<file path="config.mk">
export PLATFORM = sky130hd
export DESIGN_NAME = uart_rx_framer
export DESIGN_NICKNAME = d
export VERILOG_FILES = /design/src/rtl/uart_rx_framer_pkg.sv /design/src/rtl/uart_rx_framer_sync.sv /design/src/rtl/uart_rx_framer.sv
export SDC_FILE = /design/constraint.sdc
export NUM_CORES = 1
export LEC_CHECK = 0
export BUFFER_PORTS_ARGS = -buffer_cell sky130_fd_sc_hd__clkbuf_2
export CAP_MARGIN = 25
export CORE_AREA = 2 2 51 89
export CTS_BUF_LIST = sky130_fd_sc_hd__clkbuf_16
export DETAILED_ROUTE_END_ITERATION = 6
export DIE_AREA = 0 0 53 91
export PLACE_DENSITY = 0.69
export SYNTH_ARGS = -nofsm -noshare
export SYNTH_HDL_FRONTEND = slang
export SYNTH_HIERARCHICAL = 1
export SYNTH_SLANG_ARGS = --single-unit
</file>
<file path="constraint.sdc">
create_clock -name clock -period 1.8 [get_ports clock]
set_input_delay 0.36 -clock clock [delete_from_list [all_inputs] [get_ports clock]]
set_output_delay 0.36 -clock clock [all_outputs]
set_load 0.01 [all_outputs]
</file>
<file path="src/rtl/uart_rx_framer_pkg.sv">
// ============================================================================
//  Module      : uart_rx_framer_pkg
//  Description : BobATC uplink word type and receive-FSM state encodings.
//  Revision    : 1.0  initial release
// ============================================================================
`default_nettype none

package uart_rx_framer_pkg;

  localparam int UART_DATA_BITS = 9;

  typedef logic [UART_DATA_BITS-1:0] msg_t;

  localparam logic [2:0] ST_WAIT_IDLE = 3'd0;
  localparam logic [2:0] ST_IDLE      = 3'd1;
  localparam logic [2:0] ST_START     = 3'd2;
  localparam logic [2:0] ST_DATA      = 3'd3;
  localparam logic [2:0] ST_PARITY    = 3'd4;
  localparam logic [2:0] ST_STOP      = 3'd5;

endpackage

`default_nettype wire

</file>
<file path="src/rtl/uart_rx_framer_sync.sv">
// ============================================================================
//  Module      : sync_2ff
//  Description : Two-flop synchronizer with a selectable reset value.
//  Revision    : 1.0  initial release
// ============================================================================
`default_nettype none

module sync_2ff #(
  parameter logic RESET_VAL = 1'b0
) (
  input  logic clock,
  input  logic reset_n,
  input  logic d,
  output logic q
);

  logic meta_q, meta_d;
  logic sync_q, sync_d;

  always_comb begin
    meta_d = d;
    sync_d = meta_q;
  end

  always_ff @(posedge clock) begin
    if (!reset_n) begin
      meta_q <= RESET_VAL;
      sync_q <= RESET_VAL;
    end else begin
      meta_q <= meta_d;
      sync_q <= sync_d;
    end
  end

  assign q = sync_q;

endmodule

`default_nettype wire

</file>
<file path="src/rtl/uart_rx_framer.sv">
// ============================================================================
//  Module      : uart_rx_framer
//  Description : Oversampling UART receiver framing 9-bit BobATC words.
//  Revision    : 1.0  initial release
// ============================================================================
`default_nettype none

module uart_rx_framer
  import uart_rx_framer_pkg::*;
#(
  parameter int DIVISOR    = 434,
  parameter int PARITY_EN  = 1,
  parameter int PARITY_ODD = 0
) (
  input  logic       clock,
  input  logic       reset_n,
  input  logic       uart_rx,
  output logic [8:0] uart_rx_data,
  output logic       uart_rx_valid,
  output logic       framing_error,
  output logic       parity_error,
  output logic       rx_busy
);

  localparam int TIMER_W = $clog2(DIVISOR);
  localparam logic [TIMER_W-1:0] HALF_LAST = TIMER_W'(DIVISOR / 2 - 1);
  localparam logic [TIMER_W-1:0] FULL_LAST = TIMER_W'(DIVISOR - 1);
  localparam logic [3:0] LAST_BIT = 4'(UART_DATA_BITS - 1);
  localparam logic ODD_BIT    = (PARITY_ODD != 0);
  localparam logic PAR_EN_BIT = (PARITY_EN != 0);

  logic rxs;

  sync_2ff #(
    .RESET_VAL (1'b1)
  ) u_sync_rx (
    .clock   (clock),
    .reset_n (reset_n),
    .d       (uart_rx),
    .q       (rxs)
  );

  logic [2:0]         state_q, state_d;
  logic [TIMER_W-1:0] timer_q, timer_d;
  logic [3:0]         bit_idx_q, bit_idx_d;
  msg_t               shift_q, shift_d;
  msg_t               data_q, data_d;
  logic               parity_bad_q, parity_bad_d;
  logic               valid_q, valid_d;
  logic               ferr_q, ferr_d;
  logic               perr_q, perr_d;

  always_comb begin
    state_d      = state_q;
    timer_d      = timer_q + TIMER_W'(1);
    bit_idx_d    = bit_idx_q;
    shift_d      = shift_q;
    data_d       = data_q;
    parity_bad_d = parity_bad_q;
    valid_d      = 1'b0;
    ferr_d       = 1'b0;
    perr_d       = 1'b0;

    case (state_q)
      ST_WAIT_IDLE: begin
        timer_d = '0;
        if (rxs) state_d = ST_IDLE;
      end
      ST_IDLE: begin
        timer_d = '0;
        if (!rxs) begin
          state_d      = ST_START;
          parity_bad_d = 1'b0;
        end
      end
      ST_START: begin
        // Half-bit delay aligns every later sample to mid-bit.
        if (timer_q == HALF_LAST) begin
          timer_d = '0;
          if (rxs) begin
            state_d = ST_IDLE;
          end else begin
            state_d   = ST_DATA;
            bit_idx_d = '0;
          end
        end
      end
      ST_DATA: begin
        if (timer_q == FULL_LAST) begin
          timer_d   = '0;
          shift_d   = {rxs, shift_q[UART_DATA_BITS-1:1]};
          bit_idx_d = bit_idx_q + 4'd1;
          if (bit_idx_q == LAST_BIT) state_d = PAR_EN_BIT ? ST_PARITY : ST_STOP;
        end
      end
      ST_PARITY: begin
        if (timer_q == FULL_LAST) begin
          timer_d      = '0;
          parity_bad_d = ((^shift_q) ^ rxs) != ODD_BIT;
          state_d      = ST_STOP;
        end
      end
      ST_STOP: begin
        // A low stop bit dominates: a parity result is meaningless without framing.
        if (timer_q == FULL_LAST) begin
          timer_d = '0;
          if (!rxs) begin
            ferr_d  = 1'b1;
            state_d = ST_WAIT_IDLE;
          end else if (parity_bad_q) begin
            perr_d  = 1'b1;
            state_d = ST_IDLE;
          end else begin
            data_d  = shift_q;
            valid_d = 1'b1;
            state_d = ST_IDLE;
          end
        end
      end
      default: begin
        state_d = ST_WAIT_IDLE;
      end
    endcase
  end

  always_ff @(posedge clock) begin
    if (!reset_n) begin
      state_q      <= ST_WAIT_IDLE;
      timer_q      <= '0;
      bit_idx_q    <= '0;
      shift_q      <= '0;
      data_q       <= '0;
      parity_bad_q <= 1'b0;
      valid_q      <= 1'b0;
      ferr_q       <= 1'b0;
      perr_q       <= 1'b0;
    end else begin
      state_q      <= state_d;
      timer_q      <= timer_d;
      bit_idx_q    <= bit_idx_d;
      shift_q      <= shift_d;
      data_q       <= data_d;
      parity_bad_q <= parity_bad_d;
      valid_q      <= valid_d;
      ferr_q       <= ferr_d;
      perr_q       <= perr_d;
    end
  end

  assign uart_rx_data  = data_q;
  assign uart_rx_valid = valid_q;
  assign framing_error = ferr_q;
  assign parity_error  = perr_q;
  assign rx_busy       = (state_q != ST_IDLE);

endmodule

`default_nettype wire

</file>
After elaboration in Yosys (flattened, before gate mapping)
Cells that the tools add are included.
{"block": "word_totals", "inputBits": 3, "register_bits": 40, "out_inout_bits": 13, "wordCells": 68}
{"block": "classes", "reduce_logical": 13, "muxes": 23, "eq_ne": 17, "bitwise_logic": 2, "n_addsub": 2}
{"cell": "$pmux 9 s3", "n": 1}
{"cell": "$mux 3", "n": 7}
{"cell": "$mux 9", "n": 2}
{"cell": "$pmux 3 s6", "n": 1}
{"cell": "$ne 2x2->1 const B", "n": 7}
{"cell": "$mux 4", "n": 3}
{"cell": "$reduce_and 4->1", "n": 3}
{"cell": "$add 9x1->9 const B", "n": 1}
{"cell": "$eq 9x8->1 const B", "n": 1}
{"cell": "$eq 9x9->1 const B", "n": 1}
{"cell": "$reduce_xor 9->1", "n": 1}
{"cell": "$pmux 4 s2", "n": 1}
{"cell": "$reduce_and 7->1", "n": 1}
{"cell": "$eq 3x2->1 const B", "n": 2}
{"cell": "$eq 3x3->1 const B", "n": 2}
{"cell": "$mux 1", "n": 6}
{"cell": "$reduce_and 3->1", "n": 2}
{"cell": "$add 4x1->4 const B", "n": 1}
{"cell": "$eq 4x4->1 const B", "n": 1}
{"cell": "$reduce_bool 2->1", "n": 2}
{"cell": "$eq 3x1->1 const B", "n": 1}
{"cell": "$logic_not 3->1", "n": 1}
{"cell": "$ne 3x1->1 const B", "n": 1}
{"cell": "$reduce_or 3->1", "n": 1}
{"cell": "7 further kinds", "n": 7}

Longest topological paths before layout
Gate-level depths: netlist of run 1.
{"block": "depth", "depth_word": 4, "mapped_depth": 9, "depth_no_buf": 6}

Modules after synthesis
The synthesis of run 1 kept the hierarchy.
{"module": "uart_rx_framer", "area_each_um2": 1918.1, "cells_per_inst": 202, "seq_area_each_um2": 760.7, "instances": 1}
{"module": "sync_2ff", "area_each_um2": 52.6, "cells_per_inst": 4, "seq_area_each_um2": 40.0, "instances": 1}

Least setup slack after synthesis of run 1
Ideal clock, no wire load.
{"block": "synth_timing", "kind": "register to register", "from": "register timer_q[0]", "to": "register shift_q[2]", "required_time_ns": 1.672, "synth_period_minus_slack_ns": 1.617, "arrival_ns": 1.489, "path_slack_ns": 0.183, "path_buffers": 3, "path_stages_with_launch": 9, "path_cell_list": "dfxtp_1 ha_1 and4b_1 buf_6 and4_4 buf_6 buf_12 mux2i_1 nor2_1"}
{"block": "synth_between", "elab_chain_cells": 2}
{"item": "start, declared", "line_no": "uart_rx_framer.sv:44", "text": "logic [TIMER_W-1:0] timer_q, timer_d;"}
{"item": "start signal, assigned", "line_no": "uart_rx_framer.sv:139", "text": "timer_q <= timer_d;"}
{"item": "$eq 9x9->1", "line_no": "uart_rx_framer.sv:89", "text": "if (timer_q == FULL_LAST) begin"}
{"item": "$reduce_and 2->1 (no source line)"}
{"item": "end signal, assigned", "line_no": "uart_rx_framer.sv:141", "text": "shift_q <= shift_d;"}
{"item": "end, declared", "line_no": "uart_rx_framer.sv:46", "text": "msg_t shift_q, shift_d;"}
No other way between the ends.
A chain may end at the register's enable or synchronous reset.

Final worst setup path of run 1
{"block": "layout_timing", "from": "register timer_q[1]", "to": "register shift_q[6]"}
The elaborated chain is that of the path after synthesis.

==> results of run 1 <==
[logic make-up after synthesis]
logic type      Yosys count  synth area share, %
simple gates             76                 20.1
mux                      19                 9.65
compound gates           25                 10.8
xor+xnor                 17                 8.25
flops                    40                 40.6
buf+inv                  24                 7.43
fa+ha+maj                 5                 3.17
[final timing paths]
path | end | depth (start not counted)
max | shift_q[6] | 6
min | u_sync_rx/meta_q | 2
max reg2reg | shift_q[6] | 6
min reg2reg | u_sync_rx/q | 1
[synthesized netlist by cell type (all sizes together) (2+ instances only)]
| master | n |
|---|---|
| o31ai | 3 |
| and4b | 3 |
| dfxtp | 40 |
| xnor2 | 11 |
| a31oi | 3 |
| nand3 | 8 |
| nor3 | 2 |
| o211ai | 2 |
| a211oi | 2 |
| o311ai | 2 |
| and4bb | 2 |
| xor2 | 5 |
| mux2i | 19 |
| inv | 11 |
| buf | 9 |
| ha | 5 |
| nand2 | 10 |
| nor2 | 32 |
| a21oi | 6 |
| clkbuf | 4 |
| nand4 | 5 |
| nor4 | 2 |
| nand2b | 3 |
[state kept, by name, indices dropped and copies added, names as in the netlist, 3 cells and up]
register      cells
bit_idx_q         4
shift_q           9
uart_rx_data      9
state_q           3
timer_q           9
[cells in the final DEF (no fill, tap or decap), drive strengths merged, types with 2 or more instances in the layout]
cell type,instances
xor2,5
buf,14
nor2,32
dfxtp,40
nand3,8
a211oi,2
clkbuf,20
xnor2,11
and4b,4
ha,5
nor3,2
nand2b,3
nand2,10
nand4,5
o211ai,2
nor4,2
and4bb,2
clkinv,2
o311ai,2
a21oi,6
a31oi,3
mux2i,19
inv,11
o31ai,3
[metal layers]
layer	global-route usage, %	routed length, um	vias up
met5	0	0	-
met4	8.76	85	0
met3	3.95	141	6
met2	30.3	1960	31
met1	21.1	1570	713
li1	-	-	766
[repair_timing]
item,4_1_cts,5_1_grt
gates resized for setup,1,2
buffers inserted,0,1
pin swaps,0,1
cloned,0,1
setup endpoints to repair,2,13
endpoints found under the hold margin,0,0
[area by class of cell]
cell class	count	area share (%)
multi-input cells	143	45.1
clock buffers	5	5.45
well taps	49	2.67
inverters	11	1.80
clock inverters	3	1.64
repair buffers	29	8.40
flip-flops and latches	40	35.0
[metrics by stage]
step / hold slack (ns) / setup TNS (ns) / worst slack (ns)
4_1_cts: 0.264 / 0 / 0.0582
6_report: 0.264 / 0 / 0.112
2_1_floorplan: 0.386 / 0 / 0.183
5_1_grt: 0.288 / 0 / 0.00160
3_5_place_dp: 0.405 / -0.0101 / -0.0101
3_3_place_gp: 0.395 / 0 / 0.0703
[power by group]
| group | internal [mW] | switching, mW | total [mW] |
|---|---|---|---|
| combinational | 0.119 | 0.178 | 0.297 |
| sequential | 0.900 | 0.00688 | 0.907 |
| clock | 0.643 | 0.325 | 0.968 |
| total | 1.66 | 0.510 | 2.17 |
==> impl_metrics.py, run 1 <==
metrics = {
    "status": {
        "status": "completed",
    },
    "sta": {
        "setup_violations": 0,
        "rsz0062_at_grt": "false",
        "fmax_mhz": 592,
        "fin_worst_skew_ns": 0.00402,
        "timing.final.crit_share_pct": 93.8,
        "tightestPinTransition_ns": 0.388,
        "post-route-min-period_ns": 1.69,
        "slew_headroom_pct": 74.1,
        "hold_viol": 0,
        "slew_violations": 0,
    },
    "global_route": {
        "antenna_found_initial": 0,
        "grt_pass1_wl_um": 6610,
        "grtUsageTotal_pct": 18.2,
        "grt_max_degree": 20,
        "grt_pass1_vias": 1442,
        "grt_overflow": 0,
    },
    "synthesis": {
        "synth-seq-cells": 40,
        "synth_edf_count": 0,
        "yosysUniqueCellTypes": 49,
        "syn-cell-area_um2": 1970,
        "yosysSeqAreaShare_pct": 40.6,
        "synthFlopType": "dfxtp_1",
        "synth_top_area_cell": "dfxtp_1",
        "syn_area_per_cell_um2": 9.57,
        "synthArstFlopShare_pct": 0,
        "yosysTopAreaCellShare_pct": 40.6,
        "synthCells": 206,
        "synth_area_leaders": "dfxtp_1, mux2i_1, nor2_1",
        "yosys_warnings": 6,
        "syn_nets": 214,
    },
    "cells_and_area": {
        "final_util_pct": 56.3,
        "area.sequential_um2": 802,
        "final_area_um2": 2290,
        "fillers": 381,
        "area_delta_synth_final_pct": 16.4,
        "multi_input_area_um2": 1030,
        "drive_gt1_share_pct": 19.9,
        "antennaDiodeCount": 0,
        "stdcell_count": 280,
        "nNetsFinal": 238,
    },
    "detailed_routing": {
        "drt-total-wl_um": 3760,
        "drc": 0,
        "drtIter0Drc": 40,
        "drt-pass1-iter-count": 4,
        "wl_per_cell_um": 13.4,
        "ant_nets": 0,
        "vias_per_cell": 5.41,
        "vias": 1516,
    },
    "die": {
        "ios": 16,
        "row_count": 31,
        "die_h_um": 91,
        "core_area_um2": 4070,
        "start_util_pct": 48.4,
        "die_w_um": 53,
        "dieArea_um2": 4820,
    },
    "setup_path": {
        "crit_slowest_cell": "and4_4",
        "crit_start": "timer_q[1]",
        "cp.required_ns": 1.97,
        "path_cells": "inv_1, ha_1, and4b_2, and4_4, mux2i_1, nor2_1",
        "crit_fanout": 10,
        "cp-start-kind": "register",
        "crit_buf_inv": 1,
        "worstSetupEndpointType": "register",
        "critPathKind": "reg2reg",
        "crit-reg2reg-launch": "timer_q[1]",
        "crit_arrival_ns": 1.85,
        "ff2ff_setup_slack_ns": 0.11,
        "crit_family": "simple AND/OR/NAND/NOR gates",
        "cpPeakStageDelay_ns": 0.37,
    },
    "placed_design": {
        "dp.cells": 270,
        "gp_congestion": 0.818,
        "place_area_um2": 2110,
        "io_buffers": 15,
        "post-dp-hpwl_um": 2730,
    },
    "clock_tree": {
        "htree_levels": 2,
        "numClockSinks": 40,
        "numCtsBuffers": 5,
        "cts_tree": "yes",
        "cts-root-buf": "clkbuf_16",
        "holdBufCountCts": 0,
        "clk_pin_slew_ns": 0.06,
        "clock_latency_ns": 0.27,
        "clockBufferDepth": 2,
    },
    "min_path": {
        "hold_class": "in2reg",
        "hold_path_startpoint": "uart_rx",
    },
    "pwr": {
        "vdd_drop_max_v": 0.000655,
        "p_leak_nw": 0.926,
        "powerDensity_nw_per_um2": 947,
        "power_mw": 2.17,
    },
    "run": {
        "drv_cap": 0,
    },
}
Power figures use the tool's default switching activity.
==> run 2: changes to the inputs <==
==> constraint.sdc (replaced) <==
create_clock -name clock -period 1.8 [get_ports clock]
set_input_delay 0.36 -clock clock [delete_from_list [all_inputs] [get_ports clock]]
set_output_delay 0.36 -clock clock [all_outputs]
set_load 0.05 [all_outputs]
==> run 2 against run 1 <==
- count of clock-buffer cells in the layout unchanged
- final area increased by 0.65%
- final cell count unchanged
- register-to-register slack about the same
- sequential cell count unchanged
- non-clock buffer count increased by 1
- utilization increased by 0.37 points
- sequential share of layout area decreased by 0.28 points
- global-route usage about the same
- clock skew about the same
- wire length decreased by 1.6%
- largest cell class unchanged
==> impl_metrics.py, run 2 (synthesis results as in run 1) <==
metrics = {
    "status": {
        "status": "completed",
    },
    "sta": {
        "timing.final.crit_share_pct": 94.3,
        "setup_violations": 0,
        "rsz0062_at_grt": "false",
        "tightestPinTransition_ns": 0.421,
        "slew_violations": 0,
        "hold_viol": 0,
        "fin_worst_skew_ns": 0.00391,
        "fmax_mhz": 589,
        "fin_tns_setup_ns": 0,
        "slew_headroom_pct": 71.9,
        "post-route-min-period_ns": 1.70,
        "hold_ws_ns": 0.254,
    },
    "global_route": {
        "grt_max_degree": 16,
        "grt_pass1_wl_um": 6550,
        "antenna_found_initial": 0,
        "grt_pass1_vias": 1443,
        "grt_overflow": 0,
        "grtUsageTotal_pct": 18.2,
    },
    "placed_design": {
        "gp_congestion": 0.811,
        "place_area_um2": 2130,
        "post-dp-hpwl_um": 2670,
        "io_buffers": 15,
    },
    "pwr": {
        "power_mw": 2.25,
        "powerDensity_nw_per_um2": 975,
        "p_leak_nw": 0.934,
        "vdd_drop_max_v": 0.000691,
    },
    "die": {
        "dieArea_um2": 4820,
        "core_area_um2": 4070,
        "start_util_pct": 48.4,
        "die_w_um": 53,
        "row_count": 31,
        "ios": 16,
        "die_h_um": 91,
    },
    "clock_tree": {
        "numClockSinks": 40,
        "cts_tree": "yes",
        "numCtsBuffers": 5,
        "htree_levels": 2,
        "cts-root-buf": "clkbuf_16",
        "postCtsSetupRepairBufs": 0,
        "clk_pin_slew_ns": 0.06,
        "clock_latency_ns": 0.28,
        "clockBufferDepth": 2,
    },
    "setup_path": {
        "cp.required_ns": 1.44,
        "worstSetupEndpointType": "primary output",
        "crit_arrival_ns": 1.34,
        "crit_fanout": 7,
        "cp-start-kind": "register",
        "critPathKind": "reg2out",
    },
    "cells_and_area": {
        "layout_commonest_cell": "dfxtp_1",
        "drive_gt1_share_pct": 21.2,
        "final_cell_mix": "dfxtp_1, nor2_1, mux2i_1, clkbuf_2, buf_4",
        "fillers": 375,
        "final_area_um2": 2310,
        "nNetsFinal": 238,
        "area_delta_synth_final_pct": 17.2,
        "antennaDiodeCount": 0,
        "area.sequential_um2": 801,
        "multi_input_area_um2": 1030,
    },
    "min_path": {
        "hold_class": "in2reg",
    },
    "detailed_routing": {
        "wl_per_cell_um": 13.2,
        "drt-pass1-iter-count": 4,
        "ant_nets": 0,
        "drc": 0,
        "drtIter0Drc": 19,
        "vias_per_cell": 5.33,
        "vias": 1493,
        "drt-total-wl_um": 3700,
    },
    "run": {
        "drv_cap": 0,
    },
}
-- run 2: changes by cell type in the layout (fill, tap and decap cells not counted) --
cell and delta:
a211oi_2 +1, dfxtp_1 +1, dfxtp_2 -1, a21oi_1 -1
and4bb_1 +1, and4b_1 -1, clkinv_4 +2, a21oi_2 +1
a211oi_1 -1, clkinv_1 -2, buf_4 +1, and4bb_2 -1
-- run 2: metal layers --
| layer | share of wire [%] | track usage, % |
|---|---|---|
| met1 | 42 | 21.4 |
| met3 | 3.6 | 4.44 |
| met5 | 0 | 0 |
| met4 | 2.0 | 7.69 |
| met2 | 52 | 30.3 |
-- run 2: final timing paths --
path | start | end | slack (ns) | depth (start not counted)
max reg2reg | timer_q[1] | bit_idx_q[2] | 0.11 | 6
min | uart_rx | u_sync_rx/meta_q | 0.25 | 2
max | state_q[1] | rx_busy | 0.10 | 3
min reg2reg | u_sync_rx/meta_q | u_sync_rx/q | 0.41 | 1
-- run 2: power breakdown --
part | switching [mW] | leakage (nW) | internal (mW) | total [mW]
clock | 0.364 | 0.0840 | 0.658 | 1.02
sequential | 0.0181 | 0.323 | 0.900 | 0.918
combinational | 0.203 | 0.527 | 0.109 | 0.313
-- run 2: timing repair --
action                                  in CTS  in global routing
hold buffers                                 0                  0
endpoints found under the setup margin       0                 21
gates resized for setup                      0                  3
-- run 2: final cells by class --
class                   instances  share of cell area, %
well taps                      49                   2.65
clock inverters                 3                   2.06
clock buffers                   5                   5.42
multi-input cells             142                   44.7
inverters                      11                   1.79
repair buffers                 30                   8.67
flip-flops and latches         40                   34.7
-- run 2: worst max-delay path, stage by stage (launching register included) --
cell,delay (ns)
dfxtp_1,0.47
inv_1,0.16
nand3_1,0.14
clkbuf_2,0.28
-- run 2: per-stage QoR --
step	util, %	cells	setup WS, ns
after global placement	52.2	272	0.0637
after floorplan	-	206	0.183
after CTS	56.5	280	0.0147
after detailed placement	52.2	272	0.0172
after global routing	56.7	280	0.0212
final	56.7	280	0.103
==> run 3: changes to the inputs <==
==> constraint.sdc (replaced) <==
create_clock -name clock -period 1.8 [get_ports clock]
set_input_delay 0 -clock clock [delete_from_list [all_inputs] [get_ports clock]]
set_output_delay 0 -clock clock [all_outputs]
set_load 0.05 [all_outputs]
==> run 3 against run 2 <==
- critical path depth increased by 2
- worst setup slack got worse by 0.014 ns
- register-to-register slack got worse by 0.02 ns
- utilization increased by 0.061 points
- via count increased by 1.2%
- sequential power decreased by 1%
- non-clock buffer count increased by 3
- worst hold slack got worse by 0.22 ns
- final cell count increased by 1.1%
- critical path type is now reg2reg
- largest cell class unchanged
- highest routed layer unchanged
==> impl_metrics.py, run 3 (synthesis results as in run 1) <==
metrics = {
    "setup_path": {
        "cpPeakStageDelay_ns": 0.52,
        "crit_arrival_ns": 1.91,
        "crit_start": "timer_q[6]",
        "critPathKind": "reg2reg",
        "path_cells": "and4bb_1, and4_4, buf_4, nand2_1, a21oi_1",
        "cp.required_ns": 2.00,
        "cp.depth": 5,
        "ff2ff_setup_slack_ns": 0.09,
        "crit_slowest_cell": "and4bb_1",
        "cp-start-kind": "register",
        "endpoint": "bit_idx_q[0]",
        "crit-reg2reg-launch": "timer_q[6]",
        "r2r_end": "bit_idx_q[0]",
        "crit_fanout": 10,
        "crit_family": "simple AND/OR/NAND/NOR gates",
        "worstSetupEndpointType": "register",
        "rr_worst_depth": 5,
        "crit_buf_inv": 1,
    },
    "detailed_routing": {
        "ant_nets": 0,
        "wl_per_cell_um": 13.3,
        "drc": 0,
        "drt-pass1-iter-count": 4,
        "drtIter0Drc": 18,
        "drt-total-wl_um": 3770,
        "vias_per_cell": 5.34,
        "vias": 1511,
    },
    "global_route": {
        "grtUsageMet1_pct": 19.0,
        "grt_pass1_vias": 1466,
        "antenna_found_initial": 0,
        "grt_pass1_wl_um": 6480,
        "busiest_layer": "met2",
        "grtUsageTotal_pct": 17.8,
        "grt_max_degree": 25,
        "grt_overflow": 0,
        "grt_use_met2_pct": 30.6,
        "grt_util_met3_pct": 3.95,
    },
    "cells_and_area": {
        "stdcell_count": 283,
        "layout_commonest_cell": "dfxtp_1",
        "fillers": 392,
        "final_cell_mix": "dfxtp_1, nor2_1, mux2i_1, buf_4, clkbuf_2",
        "nNetsFinal": 241,
        "area_delta_synth_final_pct": 17.3,
        "antennaDiodeCount": 0,
        "drive_gt1_share_pct": 20.9,
    },
    "die": {
        "ios": 16,
        "dieArea_um2": 4820,
        "start_util_pct": 48.4,
        "row_count": 31,
        "die_h_um": 91,
        "core_area_um2": 4070,
        "die_w_um": 53,
    },
    "min_path": {
        "hold_class": "in2reg",
        "holdPathStages": 2,
    },
    "placed_design": {
        "post-dp-hpwl_um": 2650,
        "dp_slack_ns": -0.0187,
        "io_buffers": 15,
        "dp.cells": 273,
        "gp_congestion": 0.833,
    },
    "sta": {
        "post-route-min-period_ns": 1.71,
        "fin_worst_skew_ns": 0.00770,
        "setup_violations": 0,
        "tightestPinTransition_ns": 0.708,
        "hold_viol": 0,
        "slew_violations": 0,
        "timing.final.crit_share_pct": 95.1,
        "slew_headroom_pct": 52.7,
        "rsz0062_at_grt": "false",
        "setup_slack_ns": 0.0889,
        "fmax_mhz": 584,
    },
    "clock_tree": {
        "cts_tree": "yes",
        "numClockSinks": 40,
        "clock_latency_ns": 0.28,
        "numCtsBuffers": 5,
        "htree_levels": 2,
        "clk_pin_slew_ns": 0.06,
        "cts-root-buf": "clkbuf_16",
        "clockBufferDepth": 2,
    },
    "pwr": {
        "powerDensity_nw_per_um2": 973,
        "vdd_drop_max_v": 0.000610,
        "p_leak_nw": 0.941,
    },
    "run": {
        "drv_cap": 0,
    },
    "status": {
        "status": "completed",
    },
}
==> run 3: cell count changes in the layout (fill, tap and decap cells not counted) <==
cell and change:
buf_4 +3, clkinvlp_4 +1, a211oi_2 -1, dlygate4sd3_1 +1, a211oi_1 +1, o311ai_0 -1
inv_6 +1, o311ai_1 +1, clkinv_4 -2, a21oi_1 +1, a21oi_2 -1, buf_12 -1
==> run 3: timing repair <==
action | in CTS | in global routing
resized for setup | 1 | 1
hold endpoints to repair | 1 | 0
pin swaps | 0 | 2
setup buffers | 0 | 1
setup endpoints to repair | 3 | 6
hold buffers | 1 | 0
==> run 3: how the worst min path moves through the flow <==
stage	startpoint	end	slack, ns
6_report	reset_n	u_sync_rx/meta_q	0.04
5_1_grt	reset_n	u_sync_rx/meta_q	0.06
4_1_cts	reset_n	u_sync_rx/meta_q	0.03
3_5_place_dp	uart_rx	u_sync_rx/meta_q	0.19
3_3_place_gp	uart_rx	u_sync_rx/meta_q	0.18
2_1_floorplan	reset_n	u_sync_rx/q	0.07
==> run 3: where the power goes <==
part | switching (mW) | total [mW] | internal, mW
Clock | 0.360 | 1.02 | 0.658
Sequential | 0.00847 | 0.908 | 0.900
Combinational | 0.207 | 0.323 | 0.115
Total | 0.576 | 2.25 | 1.67
==> run 3: cell type report <==
class                           instances  area, um^2  share of cell area (%)
Clock buffer                            5         125                    5.41
Tap cell                               49        61.3                    2.65
Inverter                               11        41.3                    1.79
Sequential cell                        40         801                    34.6
Clock inverter                          3        46.3                    2.00
Timing Repair Buffer                   33         213                    9.20
Multi-Input combinational cell        142        1020                    44.3
==> run 3: per-stage QoR <==
| step | power, mW | hold slack (ns) | setup TNS [ns] | instance area [um^2] | util, % |
|---|---|---|---|---|---|
| after floorplan | 1.18 | 0.0730 | 0 | 1970 | - |
| after global placement | 1.24 | 0.182 | 0 | 2120 | 52.1 |
| after detailed placement | 1.24 | 0.187 | -0.0198 | 2120 | 52.1 |
| after CTS | 2.27 | 0.0289 | 0 | 2300 | 56.6 |
| after global routing | 2.34 | 0.0602 | 0 | 2310 | 56.8 |
| final | 2.25 | 0.0355 | 0 | 2310 | 56.8 |
==> run 3: worst register-to-register path, stage by stage, from the launching register on <==
cell      delay, ns
dfxtp_1        0.34
and4bb_1       0.52
and4_4         0.42
buf_4          0.16
nand2_1        0.05
a21oi_1        0.13
==> run 3: layer usage <==
metal  part of all wire [%]  vias to the layer above
li1                       -                      768
met1                     40                      700
met2                     52                       30
met3                    3.3                       13
met4                    3.9                        0
met5                      0                        -
